===== src/rtl/safe_pkg.sv =====
// Shared types and defaults for the safe combination-lock core.
package safe_pkg;

   localparam int SAFE_DW       = 6;
   localparam int SAFE_DIAL_MAX = 39;

   typedef enum logic [2:0] {
      IDLE = 3'd0,
      ENT0 = 3'd1,
      ENT1 = 3'd2,
      ENT2 = 3'd3,
      OPEN = 3'd4,
      FAIL = 3'd5
   } state_t;

endpackage


===== src/rtl/safe_combo_lock_if.sv =====
// Detent strobes, stored combination and display/actuator outputs of the lock core.
interface safe_combo_lock_if #(parameter int DW = 6);
   logic          cnten_n;
   logic          up;
   logic          dirch;
   logic          open_req;
   logic          clr;
   logic [DW-1:0] code0;
   logic [DW-1:0] code1;
   logic [DW-1:0] code2;
   logic [DW-1:0] dial;
   logic [1:0]    digit_idx;
   logic          unlocked;
   logic          error;

   modport master (
      output cnten_n, up, dirch, open_req, clr, code0, code1, code2,
      input  dial, digit_idx, unlocked, error
   );

   modport slave (
      input  cnten_n, up, dirch, open_req, clr, code0, code1, code2,
      output dial, digit_idx, unlocked, error
   );
endinterface


===== src/rtl/safe_dial_counter.sv =====
// Modulo-(DIAL_MAX+1) up/down dial position, one step per active-low strobe.
module safe_dial_counter #(
   parameter int DW       = 6,
   parameter int DIAL_MAX = 39
) (
   input  logic          clk,
   input  logic          rst,
   input  logic          cnten_n,
   input  logic          up,
   output logic [DW-1:0] dial
);

   localparam logic [DW-1:0] MAXV = DW'(DIAL_MAX);

   always_ff @(posedge clk or posedge rst) begin
      if (rst)
         dial <= '0;
      else if (!cnten_n) begin
         if (up)
            dial <= (dial == MAXV) ? '0 : dial + 1'b1;
         else
            dial <= (dial == '0) ? MAXV : dial - 1'b1;
      end
   end

endmodule


===== src/rtl/safe_combo_lock.sv =====
// Combination-lock core: captures a digit at each dial reversal, then decides
// unlock or timed lockout when the open button is pressed.
module safe_combo_lock
   import safe_pkg::*;
#(
   parameter int DIAL_MAX    = SAFE_DIAL_MAX,
   parameter int DW          = SAFE_DW,
   parameter int OPEN_CYCLES = 8,
   parameter int FAIL_CYCLES = 16
) (
   input logic               clk,
   input logic               rst,
   safe_combo_lock_if.slave  bus
);

   localparam int TMAX = (OPEN_CYCLES > FAIL_CYCLES) ? OPEN_CYCLES : FAIL_CYCLES;
   localparam int TW   = ($clog2(TMAX) < 1) ? 1 : $clog2(TMAX);

   state_t          state, state_nxt;
   logic [TW-1:0]   timer, timer_nxt;
   logic            mismatch, mismatch_nxt;
   logic [1:0]      idx_nxt;
   logic [DW-1:0]   dial;
   logic [1:0]      digit_idx;
   logic            unlocked, error;

   safe_dial_counter #(.DW(DW), .DIAL_MAX(DIAL_MAX)) u_dial (
      .clk     (clk),
      .rst     (rst),
      .cnten_n (bus.cnten_n),
      .up      (bus.up),
      .dial    (dial)
   );

   // Comparisons see the pre-count dial, so a reversal coinciding with a
   // detent captures the position the dial was resting on.
   always_comb begin
      state_nxt    = state;
      timer_nxt    = timer;
      mismatch_nxt = mismatch;
      case (state)
         IDLE: if (!bus.clr && !bus.cnten_n) state_nxt = ENT0;
         ENT0: begin
            if (bus.clr)           state_nxt = IDLE;
            else if (bus.open_req) state_nxt = FAIL;
            else if (bus.dirch) begin
               mismatch_nxt = mismatch | (dial != bus.code0);
               state_nxt    = ENT1;
            end
         end
         ENT1: begin
            if (bus.clr)           state_nxt = IDLE;
            else if (bus.open_req) state_nxt = FAIL;
            else if (bus.dirch) begin
               mismatch_nxt = mismatch | (dial != bus.code1);
               state_nxt    = ENT2;
            end
         end
         ENT2: begin
            if (bus.clr)           state_nxt = IDLE;
            else if (bus.open_req) state_nxt = (!mismatch && dial == bus.code2) ? OPEN : FAIL;
            else if (bus.dirch)    state_nxt = FAIL;
         end
         OPEN: begin
            if (bus.clr || timer == '0) state_nxt = IDLE;
            else                        timer_nxt = timer - 1'b1;
         end
         FAIL: begin
            if (timer == '0) state_nxt = IDLE;
            else             timer_nxt = timer - 1'b1;
         end
         default: state_nxt = IDLE;
      endcase

      if (state_nxt == OPEN && state != OPEN) timer_nxt = TW'(OPEN_CYCLES - 1);
      if (state_nxt == FAIL && state != FAIL) timer_nxt = TW'(FAIL_CYCLES - 1);
      if (state_nxt == IDLE) mismatch_nxt = 1'b0;

      case (state_nxt)
         ENT1:    idx_nxt = 2'd1;
         ENT2:    idx_nxt = 2'd2;
         default: idx_nxt = 2'd0;
      endcase
   end

   always_ff @(posedge clk or posedge rst) begin
      if (rst) begin
         state     <= IDLE;
         timer     <= '0;
         mismatch  <= 1'b0;
         digit_idx <= 2'd0;
         unlocked  <= 1'b0;
         error     <= 1'b0;
      end else begin
         state     <= state_nxt;
         timer     <= timer_nxt;
         mismatch  <= mismatch_nxt;
         digit_idx <= idx_nxt;
         unlocked  <= (state_nxt == OPEN);
         error     <= (state_nxt == FAIL);
      end
   end

   assign bus.dial      = dial;
   assign bus.digit_idx = digit_idx;
   assign bus.unlocked  = unlocked;
   assign bus.error     = error;

endmodule

===== src/flat_wrapper.sv =====
// flat-port wrapper written by rule: the top's interface ports become plain ports
module safe_combo_lock_flat import safe_pkg::*;
#(
   parameter int DIAL_MAX    = SAFE_DIAL_MAX,
   parameter int DW          = SAFE_DW,
   parameter int OPEN_CYCLES = 8,
   parameter int FAIL_CYCLES = 16
)
  (clk, rst, bus_cnten_n, bus_up, bus_dirch, bus_open_req, bus_clr, bus_code0, bus_code1, bus_code2, bus_dial, bus_digit_idx, bus_unlocked, bus_error);
  safe_combo_lock_if #(.DW(DW)) bus_i ();
  input logic clk;
  input logic rst;
  input wire logic [$bits(bus_i.cnten_n)-1:0] bus_cnten_n;
  input wire logic [$bits(bus_i.up)-1:0] bus_up;
  input wire logic [$bits(bus_i.dirch)-1:0] bus_dirch;
  input wire logic [$bits(bus_i.open_req)-1:0] bus_open_req;
  input wire logic [$bits(bus_i.clr)-1:0] bus_clr;
  input wire logic [$bits(bus_i.code0)-1:0] bus_code0;
  input wire logic [$bits(bus_i.code1)-1:0] bus_code1;
  input wire logic [$bits(bus_i.code2)-1:0] bus_code2;
  output wire logic [$bits(bus_i.dial)-1:0] bus_dial;
  output wire logic [$bits(bus_i.digit_idx)-1:0] bus_digit_idx;
  output wire logic [$bits(bus_i.unlocked)-1:0] bus_unlocked;
  output wire logic [$bits(bus_i.error)-1:0] bus_error;
  assign bus_i.cnten_n = bus_cnten_n;
  assign bus_i.up = bus_up;
  assign bus_i.dirch = bus_dirch;
  assign bus_i.open_req = bus_open_req;
  assign bus_i.clr = bus_clr;
  assign bus_i.code0 = bus_code0;
  assign bus_i.code1 = bus_code1;
  assign bus_i.code2 = bus_code2;
  assign bus_dial = bus_i.dial;
  assign bus_digit_idx = bus_i.digit_idx;
  assign bus_unlocked = bus_i.unlocked;
  assign bus_error = bus_i.error;
  safe_combo_lock #(.DIAL_MAX(DIAL_MAX), .DW(DW), .OPEN_CYCLES(OPEN_CYCLES), .FAIL_CYCLES(FAIL_CYCLES)) u_core (.clk(clk), .rst(rst), .bus(bus_i));
endmodule

===== config.mk =====
export PLATFORM = sky130hd
export DESIGN_NAME = safe_combo_lock_flat
export DESIGN_NICKNAME = d
export VERILOG_FILES = /design/src/rtl/safe_pkg.sv /design/src/rtl/safe_combo_lock_if.sv /design/src/rtl/safe_dial_counter.sv /design/src/rtl/safe_combo_lock.sv /design/src/flat_wrapper.sv
export SDC_FILE = /design/constraint.sdc
export NUM_CORES = 1
export LEC_CHECK = 0
export ABC_AREA = 0
export CORE_UTILIZATION = 49
export CTS_CLUSTER_SIZE = 30
export DETAILED_ROUTE_END_ITERATION = 12
export PLACE_DENSITY = 0.86
export SKIP_LAST_GASP = 1
export SYNTH_ARGS = -nofsm -noshare
export SYNTH_HDL_FRONTEND = slang
export SYNTH_SLANG_ARGS = --single-unit

===== constraint.sdc =====
create_clock -name clk -period 2.25 [get_ports clk]
set_clock_uncertainty 0.15 [all_clocks]
set_input_delay 0.3375 -clock clk [delete_from_list [all_inputs] [get_ports clk]]
set_output_delay 0.3375 -clock clk [all_outputs]
set_load 0.05 [all_outputs]

# == Word-level counts from Yosys, hierarchy flattened ==
# Cells that the tools add are included.
# word_totals
regBits,18
wordCells,82
# op_classes
n_addsub,3
n_eq_ne,23
mux,31
bitwise_logic,2
reduce_logical,16
# op_table
operator,count
two-way mux 3 bit,12
two-way mux 6 bit,3
"!= test 3 x 2 -> 1 bit, second input constant",6
one-hot mux 3 bit (6 select lines),1
two-way mux 4 bit,4
"equality test 3 x 2 -> 1 bit, second input constant",4
"equality test 3 bit, second input constant",4
!= test 6 bit,2
two-way mux 1 bit,8
"!= test 4 bit, second input constant",2
one-hot mux 4 bit (2 select lines),1
AND reduction 7 bit,1
"adder 6 x 1 -> 6 bit, second input constant",1
equality test 6 bit,1
"equality test 6 bit, second input constant",1
logical NOT 3 bit,2
logical NOT 6 bit,1
"!= test 3 bit, second input constant",2
"subtractor 6 x 1 -> 6 bit, second input constant",1
logical AND 1 bit,4
logical NOT 4 bit,1
one-hot mux 2 bit (2 select lines),1
nonzero test 4 bit,1
"subtractor 4 x 1 -> 4 bit, second input constant",1
7 further kinds,10

# == Logic depth before layout (Yosys ltp) ==
# logic_depth
ltp_word,10
depth_mapped,7

# == Hierarchy ==
# Synthesis repeated with hierarchy kept, for this count alone.
# hier_totals
cells_unflattened,157
hier_area_um2,1370.1
# by_module_without_submodules
module,n_inst,cells_each,area_each_um2,seq_area_each_um2
safe_combo_lock,1,101,887.1,300.3
safe_dial_counter,1,56,483.0,150.1

# == Worst setup path after synthesis ==
# OpenSTA, ideal clock, no wires.
# synth_path
kind,register to register
start,reg u_core.u_dial.dial[0]
end,reg u_core.u_dial.dial[5]
setup_ps,136
t_arrival_ps,1819
required_time_ps,1964
slack_ps,145
path_stages_with_launch,7
path_buffers,1
period_less_slack_ps,2105
cell_sequence,dfrtp_1 buf_2 or3_4 o31a_1 o31a_1 a21oi_1 o22ai_1
# synth_between
elab_chain_len,3
word_cells_on_any_way,7
# synth_rtl
item,line,rtl
from (decl),safe_dial_counter.sv:10,output logic [DW-1:0] dial
from (signal assigned),safe_dial_counter.sv:20,dial <= (dial == MAXV) ? '0 : dial + 1'b1;
from (signal assigned),safe_dial_counter.sv:22,dial <= (dial == '0) ? MAXV : dial - 1'b1;
subtractor 6 x 1 -> 6 bit (tied with other cells),safe_dial_counter.sv:22,
two-way mux 6 bit (on tied branches),"safe_dial_counter.sv:22, safe_dial_counter.sv:20",
two-way mux 6 bit (*),safe_dial_counter.sv:19,if (up)
# Mark *: on every way between the ends. The rest lies on a longest branch, timed or not.
# A chain may end at the register's enable or synchronous reset.

# == Worst setup path in the final report ==
# layout_path
start,reg u_core.timer[0]
end,reg u_core.timer[3]
# layout_between
elab_chain_len,8
word_cells_on_any_way,19
# layout_rtl
item,line,rtl
from (decl),safe_combo_lock.sv:20,"logic [TW-1:0] timer, timer_nxt;"
from (signal assigned),safe_combo_lock.sv:96,timer <= timer_nxt;
logical NOT 4 bit,"safe_combo_lock.sv:65, safe_combo_lock.sv:69",
logical OR 1 bit,safe_combo_lock.sv:65,if (bus.clr || timer == '0) state_nxt = IDLE;
two-way mux 3 bit,safe_combo_lock.sv:65,
one-hot mux 3 bit (6 select lines),safe_combo_lock.sv:41,case (state)
equality test 3 bit (on tied branches),"safe_combo_lock.sv:76, safe_combo_lock.sv:75",
logical AND 1 bit (on tied branches),"safe_combo_lock.sv:76, safe_combo_lock.sv:75",
!= test 4 bit (no line) (tied with other cells),--,
AND reduction 3 bit (no line) / two-way mux 4 bit (equally long branches),--,
# Parallel ways exist; a longest one is shown, timed or not. The select of a mux whose other input is x is not followed.

==> flow_summary.yaml <==
synth:
  mappedNetlistArea_sq_um: 1390
  synth_fp_nets: 189
  synth_top_cell_area_share_pct: 32.4
  netlist_instances: 160
  ys_ff_latch: 18
  async_reset_ff_share_pct: 100
  syn_area_per_cell_sq_um: 8.68
  synth.area.top_cells: "dfrtp_1 (32%), xor2_1 (5.7%), nor2_1 (3.8%)"
  synth_edf_count: 0
  yosys.area.top_type: "dfrtp_1"
  ys_warn_count: 0
  ys_types: 48
  synth_ff_type: "dfrtp_1"
  yosysSeqAreaShare_pct: 32.4
floorplan:
  initial_core_util_pct: 54.1
  die_h_um: 55.2
  num_rows: 18
  die_area_sq_um: 3050
  io_pins: 35
  die_w_um: 55.2
  core_region_area_sq_um: 2570
clocking:
  clock-sinks: 18
  ctsHtreeMaxLevel: 1
  clk_pin_slew_ns: 0.10
  worst_skew_pair.late_latency_ns: 0.30
  cts_max_path_buffers: 2
  tritoncts: "built"
  cts_hold_buf: 0
  cts_buffers: 3
  cts_root_buf: "clkbuf_4"
detailed_routing:
  vias: 1368
  routedWlPerCell_um: 15.6
  drc: 0
  viasPerCell: 6.08
  routed_wl_um: 3520
  drtIter0Drc: 59
  first_pass_iters: 4
  route.antenna.remaining_nets: 0
sta:
  hold_violations: 0
  fmax_mhz: 467
  holdWs_ns: 0.277
  drv_slew: 0
  worst_pin_slew_ns: 0.657
  slew_headroom_pct: 55.0
  setup_viol: 0
  min_period_ns: 2.14
  period_share_pct: 95.1
layout:
  final_net_count: 225
  syn2layout_area_growth_pct: 29.7
  final_common_cell: "clkdlybuf4s50_1"
  layout-drive-gt1-share_pct: 11.8
  post-route-util_pct: 70.2
  final_cell_mix: "clkdlybuf4s50_1 (29), dfrtp_1 (18), nor2_1 (14)"
  antenna_cells: 0
  design_area_sq_um: 1800
  final_cells: 225
placement:
  place_congestion: 0.867
  dp.cells: 219
  dp_hpwl_um: 2770
  portBuffers: 34
  place_area_sq_um: 1740
setup_path:
  reg2reg_slack_ns: 0.11
  worstSetupPathType: "reg -> reg"
  cp_max_fo: 7
  r2r_start: "u_core.timer[0]$_DFFE_PP0P_"
  crit_path_start_kind: "flip-flop"
  end_kind: "flip-flop"
  critPathArrivalTime_ns: 2.18
  rr_endpoint: "u_core.timer[3]$_DFFE_PP0P_"
  critPathRequiredTime_ns: 2.29
  worst-r2r-cell-count: 6
worst_hold_path:
  hold_class: "in -> async"
grt:
  antenna_found_initial: 0
  grt_pass1_wl_um: 5760
  globalRouteTotalUtil_pct: 23.5
  grt_pass1_vias: 1298
  grt_overflow: 0
  grt_max_degree: 19
run:
  drv_cap: 0
pwr:
  ir_drop_v: 0.000813
  p_per_area_nw_per_um2: 962
  p_leak_nw: 0.794
outcome:
  status: "completed"
[synth_stat cells (all sizes together), types with 3 or more instances]
cell type / count
nor2: 14
a21oi: 4
inv: 11
nand2: 9
nor2b: 5
xnor2: 3
a31oi: 4
o31ai: 4
mux2i: 4
ha: 4
nand3: 4
dfrtp: 18
xor2: 9
buf: 9
o21ai: 7
nor3: 9
and3: 3
[metrics by stage]
| stage | setup TNS, ns | worst slack (ns) | power (W) |
|---|---|---|---|
| after global routing | -0.00696 | -0.00696 | 0.00184 |
| after floorplan | 0 | 0.145 | 0.00125 |
| after CTS | 0 | 0.00279 | 0.00172 |
| after global placement | 0 | 0.0992 | 0.00147 |
| final | 0 | 0.110 | 0.00173 |
| after detailed placement | -0.0169 | -0.0169 | 0.00152 |
[metal layers]
layer	track usage, %	up-vias	share of wire (%)
met1	30.2	641	41
li1	-	654	-
met4	8.57	0	2.8
met5	0	-	0
met3	3.04	13	4.6
met2	40.3	60	51
[kinds of logic (layout without fill, tap and decap cells)]
logic type	after synthesis	in the layout	share of synthesized area, %
AO/OA/AOI/OAI	42	42	22.8
XOR/XNOR	12	12	7.57
adder cells (fa/ha/maj)	4	4	3.60
buffers and inverters	22	57	7.57
flip-flops	18	18	32.4
multiplexers	4	4	2.88
AND/OR/NAND/NOR	58	58	23.2
[final cells by class]
class,count,area (sq um)
Multi-Input combinational cell,120,833
Fill cell,209,766
Sequential cell,18,450
Timing Repair Buffer,42,403
Inverter,11,41.3
Tap cell,30,37.5
Clock buffer,4,36.3
[power breakdown]
part / switching (W) / total [W] / internal [W]
registers: 0.000200 / 0.000613 / 0.000413
clock network: 0.000104 / 0.000203 / 0.0000987
logic: 0.000517 / 0.000918 / 0.000401
[worst max-delay path: stages (launching register included)]
cell,delay (ns)
dfrtp_1,0.44
inv_1,0.07
ha_1,0.21
nor3b_2,0.17
nor4b_4,0.41
nor2_1,0.20
a221o_1,0.39
[worst max-delay path by stage]
| stage | start | end | slack [ns] | cells after the start |
|---|---|---|---|---|
| 2_1_floorplan | u_core.u_dial.dial[0]$_DFFE_PP0N_ | u_core.u_dial.dial[5]$_DFFE_PP0N_ | 0.15 | 6 |
| 3_3_place_gp | bus_clr | u_core.timer[3]$_DFFE_PP0P_ | 0.1 | 5 |
| 3_5_place_dp | bus_clr | u_core.timer[3]$_DFFE_PP0P_ | -0.02 | 5 |
| 4_1_cts | u_core.timer[0]$_DFFE_PP0P_ | u_core.timer[3]$_DFFE_PP0P_ | 0.003 | 6 |
| 5_1_grt | u_core.timer[0]$_DFFE_PP0P_ | u_core.timer[3]$_DFFE_PP0P_ | -0.007 | 6 |
| 6_report | u_core.timer[0]$_DFFE_PP0P_ | u_core.timer[3]$_DFFE_PP0P_ | 0.11 | 6 |
[registers in the layout, indices dropped and copies added (netlist names)]
name                  count
u_core.u_dial.dial        6
u_core.timer              4
u_core.state              3
u_core.bus.digit_idx      2
u_core.bus.error          1
u_core.bus.unlocked       1
u_core.mismatch           1
[repair_timing]
action                                  4_1_cts  5_1_grt
gates resized for setup                       0        3
buffers inserted                              0        2
endpoints found under the setup margin        0        5
(Power assumes the default switching activity.)
